File: config.mk
export PLATFORM = sky130hd
export DESIGN_NAME = keypad_scan_cntr
export DESIGN_NICKNAME = d
export VERILOG_FILES = /design/src/rtl/keypad_pkg.sv /design/src/rtl/keypad_tick_gen.sv /design/src/rtl/keypad_scan_cntr.sv
export SDC_FILE = /design/constraint.sdc
export NUM_CORES = 1
export LEC_CHECK = 0
export ABC_AREA = 0
export BUFFER_PORTS_ARGS = -buffer_cell sky130_fd_sc_hd__buf_2
export CAP_MARGIN = 5
export CORE_UTILIZATION = 45
export DETAILED_ROUTE_END_ITERATION = 12
export GPL_TIMING_DRIVEN = 0
export PLACE_DENSITY = 0.73
export SKIP_LAST_GASP = 1
export SLEW_MARGIN = 20
export SYNTH_ARGS = -nofsm -noshare
export SYNTH_HDL_FRONTEND = slang
export SYNTH_SLANG_ARGS = --single-unit
File: constraint.sdc
create_clock -name clk -period 4.5 [get_ports clk]
set_input_delay 0.45 -clock clk [delete_from_list [all_inputs] [get_ports clk]]
set_output_delay 0.45 -clock clk [all_outputs]
set_load 0.05 [all_outputs]
File: src/rtl/keypad_pkg.sv
// Shared types and constants for the 4x4 matrix keypad scanner.
package keypad_pkg;

  localparam int KEY_W = 4;
  localparam logic [3:0] COL_RESET = 4'b1110;

  typedef enum logic [1:0] {
    SCAN,
    DEBOUNCE,
    HELD
  } scan_state_t;

  // Index of the lowest-numbered zero bit; 0 when no bit is low.
  function automatic logic [1:0] low_index(input logic [3:0] v);
    logic [1:0] idx;
    idx = 2'd0;
    for (int i = 3; i >= 0; i--) begin
      if (!v[i]) idx = 2'(i);
    end
    return idx;
  endfunction

endpackage

File: src/rtl/keypad_tick_gen.sv
// Free-running divider: tick is high for the single cycle in which the
// counter sits at SCAN_PERIOD-1.
module keypad_tick_gen
  import keypad_pkg::*;
#(
  parameter int SCAN_PERIOD = 131072
) (
  input  logic clk,
  input  logic reset_p,
  output logic tick
);

  localparam int CNT_W = $clog2(SCAN_PERIOD);
  localparam logic [CNT_W-1:0] CNT_LAST = CNT_W'(SCAN_PERIOD - 1);

  logic [CNT_W-1:0] cnt;

  always_ff @(posedge clk or posedge reset_p) begin
    if (reset_p) begin
      cnt <= '0;
    end else if (cnt == CNT_LAST) begin
      cnt <= '0;
    end else begin
      cnt <= cnt + 1'b1;
    end
  end

  assign tick = (cnt == CNT_LAST);

endmodule

File: src/rtl/keypad_scan_cntr.sv
// Column-scanning keypad controller: walks a low column across the matrix,
// debounces the first key it finds and reports its code until released.
module keypad_scan_cntr
  import keypad_pkg::*;
#(
  parameter int SCAN_PERIOD    = 131072,
  parameter int DEBOUNCE_TICKS = 4
) (
  input  logic             clk,
  input  logic             reset_p,
  input  logic [3:0]       row,
  output logic [3:0]       col,
  output logic [KEY_W-1:0] key_value,
  output logic             key_valid,
  output logic             key_pressed
);

  localparam int DB_W = $clog2(DEBOUNCE_TICKS + 1);
  localparam logic [DB_W-1:0] DB_DONE = DB_W'(DEBOUNCE_TICKS);

  logic              tick;
  logic [3:0]        row_meta;
  logic [3:0]        row_sync;
  scan_state_t       state;
  logic [1:0]        row_idx;
  logic [1:0]        col_idx;
  logic [DB_W-1:0]   match_cnt;
  logic [DB_W-1:0]   rel_cnt;
  logic [DB_W-1:0]   match_next;
  logic [DB_W-1:0]   rel_next;
  logic              row_hit;
  logic [3:0]        col_rot;

  keypad_tick_gen #(
    .SCAN_PERIOD(SCAN_PERIOD)
  ) u_tick_gen (
    .clk    (clk),
    .reset_p(reset_p),
    .tick   (tick)
  );

  // Synchronizer idles at "no row pulled low" so reset never looks like a press.
  always_ff @(posedge clk or posedge reset_p) begin
    if (reset_p) begin
      row_meta <= 4'hF;
      row_sync <= 4'hF;
    end else begin
      row_meta <= row;
      row_sync <= row_meta;
    end
  end

  assign row_hit    = ~row_sync[row_idx];
  assign col_rot    = {col[2:0], col[3]};
  assign match_next = (match_cnt == DB_DONE) ? match_cnt : match_cnt + 1'b1;
  assign rel_next   = (rel_cnt == DB_DONE) ? rel_cnt : rel_cnt + 1'b1;

  always_ff @(posedge clk or posedge reset_p) begin
    if (reset_p) begin
      state       <= SCAN;
      col         <= COL_RESET;
      row_idx     <= 2'd0;
      col_idx     <= 2'd0;
      match_cnt   <= '0;
      rel_cnt     <= '0;
      key_value   <= '0;
      key_valid   <= 1'b0;
      key_pressed <= 1'b0;
    end else begin
      key_valid <= 1'b0;
      if (tick) begin
        case (state)
          SCAN: begin
            if (row_sync != 4'hF) begin
              row_idx   <= low_index(row_sync);
              col_idx   <= low_index(col);
              match_cnt <= DB_W'(1);
              if (DEBOUNCE_TICKS == 1) begin
                key_value   <= {low_index(row_sync), low_index(col)};
                key_valid   <= 1'b1;
                key_pressed <= 1'b1;
                rel_cnt     <= '0;
                state       <= HELD;
              end else begin
                state <= DEBOUNCE;
              end
            end else begin
              col <= col_rot;
            end
          end
          DEBOUNCE: begin
            if (row_hit) begin
              match_cnt <= match_next;
              if (match_next == DB_DONE) begin
                key_value   <= {row_idx, col_idx};
                key_valid   <= 1'b1;
                key_pressed <= 1'b1;
                rel_cnt     <= '0;
                state       <= HELD;
              end
            end else begin
              state <= SCAN;
              col   <= col_rot;
            end
          end
          HELD: begin
            // Any low sample restarts the release count, so glitches extend the hold.
            if (row_hit) begin
              rel_cnt <= '0;
            end else begin
              rel_cnt <= rel_next;
              if (rel_next == DB_DONE) begin
                key_pressed <= 1'b0;
                state       <= SCAN;
                col         <= col_rot;
              end
            end
          end
          default: begin
            state <= SCAN;
          end
        endcase
      end
    end
  end

endmodule

== Word-level counts from Yosys, hierarchy flattened ==
Index checks and enable logic that the tools add are counted.

* Logic and storage cells: 84
* Output and inout port bits: 10
* Register bits: 47

* $lt $le $gt $ge: 1
* Bitwise logic cells: 1
* Add/subtract/negate cells: 3
* Muxes and demuxes: 40
* Reductions and logical operators: 11
* Eq/ne operators: 16

{| class="wikitable"
|+ Operators with widths
! operator !! count
|-
| $mux 2 || 13
|-
| $mux 3 || 7
|-
| $add 17x1->17 const B || 1
|-
| $eq 17x17->1 const B || 1
|-
| $mux 17 || 1
|-
| $mux 4 || 4
|-
| $ne 2x2->1 const B || 7
|-
| $eq 3x3->1 const B || 4
|-
| $pmux 3 s2 || 2
|-
| $pmux 4 s3 || 1
|-
| $reduce_and 4->1 || 3
|-
| $reduce_and 6->1 || 2
|-
| $mux 1 || 9
|-
| $add 3x1->3 const B || 2
|-
| $pmux 2 s3 || 1
|-
| $reduce_and 5->1 || 1
|-
| $ne 4x4->1 const B || 1
|-
| $reduce_bool 2->1 || 2
|-
| $lt 2x3->1 const B || 1
|-
| $ne 3x3->1 const B || 1
|-
| $reduce_and 3->1 || 1
|-
| $reduce_bool 3->1 || 1
|-
| $bmux 1 s2 || 1
|-
| $eq 2x1->1 const B || 1
|-
| other kinds (4) || 4
|}

== Logic depth before layout (Yosys ltp) ==
* Depth after elaboration: 7
* Depth in mapped cells: 11

== Hierarchy ==
A second synthesis with hierarchy kept.

* Cells, all modules: 205
* Area, all modules: 2259.7 um2

{| class="wikitable"
|+ Modules (own cells, without submodules)
! module !! cells each !! instances !! area each (um2)
|-
| keypad_scan_cntr || 124 || 1 || 1437.6
|-
| keypad_tick_gen || 81 || 1 || 822.0
|}

== Worst setup path before layout ==
No wires, ideal clock.

* Path kind: register -> register
* From: reg u_tick_gen.cnt[6]
* To: reg key_value[0]
* Slack: 2228 ps
* Required time: 4375 ps
* Arrival: 2147 ps
* Clock period less this slack: 2272 ps
* Cell stages (with the launch flop): 11
* Setup time: 125 ps
* Path through: dfrtp_1 and4_1 nand3_1 nor4_1 ha_1 clkbuf_1 and2b_1 and2_2 buf_6 nand2_4 mux2_2

* Longest elaborated chain between the ends: 2

{| class="wikitable"
|+ RTL lines
! what !! line !! RTL
|-
| start: declaration || keypad_tick_gen.sv:16 || <nowiki>logic [CNT_W-1:0] cnt;</nowiki>
|-
| start signal: assignment || keypad_tick_gen.sv:24 || <nowiki>cnt <= cnt + 1'b1;</nowiki>
|-
| $eq 17x17->1 || keypad_tick_gen.sv:28 || <nowiki>assign tick = (cnt == CNT_LAST);</nowiki>
|-
| $reduce_and 4->1 (no source line) || - ||
|-
| end signal: assignment || keypad_scan_cntr.sv:79 || <nowiki>key_value <= {low_index(row_sync), low_index(col)};</nowiki>
|-
| end signal: assignment || keypad_scan_cntr.sv:95 || <nowiki>key_value <= {row_idx, col_idx};</nowiki>
|-
| end: declaration || keypad_scan_cntr.sv:13 || <nowiki>output logic [KEY_W-1:0] key_value,</nowiki>
|}

Every way passes these cells.
A chain may end at the register's enable or synchronous reset.

== Worst setup path in the final report ==
* From: reg u_tick_gen.cnt[6]
* To: reg key_value[3]

The elaborated chain is that of the path after synthesis.

==> out/qor.yml <==
finalMaxSlewViolations: 0
layout-drive-gt1-share_pct: 24.11
numCtsBuffers: 5
grt_overflow: 0
cp_max_fo: 8
layout.nets: 235
clkLatencyLatePin_ps: 300
rows: 25
fin_util_pct: 53.01
cp-start-kind: "flip-flop"
grt_pass1_vias: 1405
clock_skew_ps: 7.641
cts_root_buffer: "clkbuf_8"
cp_cell_sequence: "and4_1 > nand3_1 > nor4_1 > ha_1 > clkbuf_1 > and2b_1 > and2_2 > buf_6 > nand2_4 > mux2_2"
holdBufCountCts: 0
fillers: 403
drc_errors: 0
drt_iter0_drc: 52
cts_buffer_depth: 2
route.vias.total: 1499
status: "finished, final reports clean"
synthArstFlopShare_pct: 100.0
synth_edf_count: 0
crit_buf_inv: 2
core_area_um2: 4723
synthDistinctLibCells: 44
multi_input_area_um2: 920.9
seq_area_um2: 1190
syn_inst: 200
io_buffers: 15
crit_required_ps: 4690
finalNonFillerCells: 291
die_w_um: 72.06
cpMaxStageDelayCell: "dfrtp_1"
cts_max_level: 2
fp.dieH_um: 72.06
synthesis.area_um2: 2208
die-area_um2: 5192
ant_nets: 0
synth_xor_area_share_pct: 5.156
whs_ps: 101.9
setup_violations: 0
hp-class: "input port to asynchronous set/reset pin"
diodes: 0
r2r_slack_ps: 1860
area_growth_pct: 13.37
hpwlAfterDp_um: 2526
synthMuxAreaShare_pct: 6.686
yosysWarningCount: 0
tns_ps: 0
grt_max_degree: 34
r2r_start: "u_tick_gen.cnt[6]$_DFF_PP0_"
cts_setup_buffers: 0
tightest_slew_ps: 455.0
postRouteWirelength_um: 3506
critPathCaptureType: "flip-flop"
synth_compound_area_share_pct: 10.08
maxCapViolCount: 0
vdd_drop_max_mv: 0.2470
ys_ff_latch: 47
synth_top_family_by_area: "simple AND/OR/NAND/NOR gates"
synth-simple-area-share_pct: 16.37
start_util_pct: 46.75
dp_cells: 283
rsz0062_at_grt: "no"
ctsResizeCount: 0
crit_arrival_ps: 2830
drt-wirelength-per-cell_um: 12.05
hold_viol_final: 0
ys_seq_area_share_pct: 53.88
slew_headroom_pct: 69.34
clock.fmax_ghz: 0.3791
slowest_delay_ps: 430
cts_sinks: 47
p_leak_uw: 0.001140
critPathKind: "flip-flop to flip-flop"
ios: 16
finalWorstPathRequiredPeriod_ps: 2638
grt_util_all_layers_pct: 15.75
clk_pin_slew_ps: 90
grt_pass1_wl_um: 6203
synth_fp_nets: 212
r2r_cells: 10
viasPerCell: 5.151
grt_antenna_before_repair: 0
yosys.area_share.adder_pct: 3.399
synthFlopType: "dfrtp_1"
firstDrtPassIters: 8
critPathTopFamily: "simple AND/OR/NAND/NOR gates"
gp_congestion: 0.8860
syn_area_per_cell_um2: 11.04
cts_tree: "built"
r2r-end: "key_value[3]$_DFFE_PP0P_"
pwr_density_cell_nw_per_um2: 298.4
period_share_pct: 58.62
-- flip-flops by register name, summed over array words and instances, names as in the netlist --
| signal | cells |
|---|---|
| u_tick_gen.cnt | 17 |
| col | 4 |
| key_value | 4 |
| row_meta | 4 |
| row_sync | 4 |
| match_cnt | 3 |
| rel_cnt | 3 |
| col_idx | 2 |
| row_idx | 2 |
| state | 2 |
| key_pressed | 1 |
| key_valid | 1 |
-- worst reg2reg max path: stages (launching register included) --
cell and delay [ps]:
dfrtp_1 430, and4_1 250, nand3_1 190, nor4_1 340, ha_1 200, clkbuf_1 260, and2b_1 210, and2_2 150
buf_6 120, nand2_4 80, mux2_2 300
-- worst max path at each step --
stage | from | endpoint | slack [ps] | depth (start not counted)
2_1_floorplan | u_tick_gen.cnt[6]$_DFF_PP0_ | key_value[0]$_DFFE_PP0P_ | 2230 | 10
3_5_place_dp | u_tick_gen.cnt[6]$_DFF_PP0_ | key_value[3]$_DFFE_PP0P_ | 1880 | 10
5_1_grt | u_tick_gen.cnt[6]$_DFF_PP0_ | col_idx[0]$_DFFE_PP0P_ | 1590 | 11
4_1_cts | u_tick_gen.cnt[6]$_DFF_PP0_ | key_value[3]$_DFFE_PP0P_ | 1860 | 10
6_report | u_tick_gen.cnt[6]$_DFF_PP0_ | key_value[3]$_DFFE_PP0P_ | 1860 | 10
3_3_place_gp | u_tick_gen.cnt[6]$_DFF_PP0_ | key_value[3]$_DFFE_PP0P_ | 1910 | 10
-- stage by stage --
stage	instance area [µm²]	total power (µW)	setup slack, ps
floorplan	2208	446.8	2228
global placement	2367	451.7	1913
detailed placement	2387	454.4	1883
CTS	2504	759.1	1857
global route	2504	779.2	1592
finish	2504	747.0	1862
-- power by group --
part	leakage [µW]	internal (µW)	switching, µW
sequential	0.000604	429	1.99
combinational	0.000476	4.70	10.0
clock	0.0000600	160	141
-- cell usage after synthesis (3+ instances only) --
cell / count / area [µm²]
nand2_1: 13 / 48.80
ha_1: 6 / 75.07
nor3_1: 3 / 15.01
o21ai_0: 6 / 30.03
nand4_1: 3 / 18.77
dfstp_2: 11 / 289.0
xnor2_1: 4 / 35.03
mux2_4: 4 / 60.06
nand2b_1: 3 / 18.77
nor2_1: 18 / 67.56
inv_1: 16 / 60.06
clkbuf_1: 4 / 15.01
and3_1: 3 / 18.77
a21oi_1: 9 / 45.04
mux2_2: 4 / 45.04
xor2_1: 9 / 78.83
a31oi_1: 5 / 31.28
dfrtp_1: 36 / 900.9
nand3_1: 10 / 50.05
-- metal layers --
metal  share of wire [%]  GRT usage [%]  up-vias  wire, µm
li1                    -              -      737         -
met5                   0              0        -         0
met4                 1.5          7.625        0        53
met2                  45          23.79       22      1588
met1                  50          21.40      736      1767
met3                 2.8          3.889        4        97
-- cells by family after synthesis --
logic type	count (synthesis)
fa+ha+maj	6
simple gates	69
xor+xnor	13
buf+inv	22
flops	47
mux	11
compound gates	32
-- cell type report --
type / count / share of cell area [%]
plain buffers: 6 / 1.499
clock buffers: 7 / 4.298
clock inverters: 1 / 0.3498
inverters: 16 / 2.399
multi-input cells: 131 / 36.78
flip-flops and latches: 47 / 47.53
well taps: 67 / 3.348
repair buffers: 16 / 3.798
-- cells in the final DEF (no fill, tap or decap), types with 5 or more instances in the layout --
master	Yosys	routed
ha_1	6	6
xor2_1	9	9
a31oi_1	5	5
a21oi_1	9	9
buf_2	0	15
o21ai_0	6	6
dfstp_2	11	11
inv_1	16	15
nand2_1	13	13
dfrtp_1	36	36
clkbuf_8	0	6
nand3_1	10	10
nor2_1	18	18
Note: power is estimated with default switching activity, not from simulation.
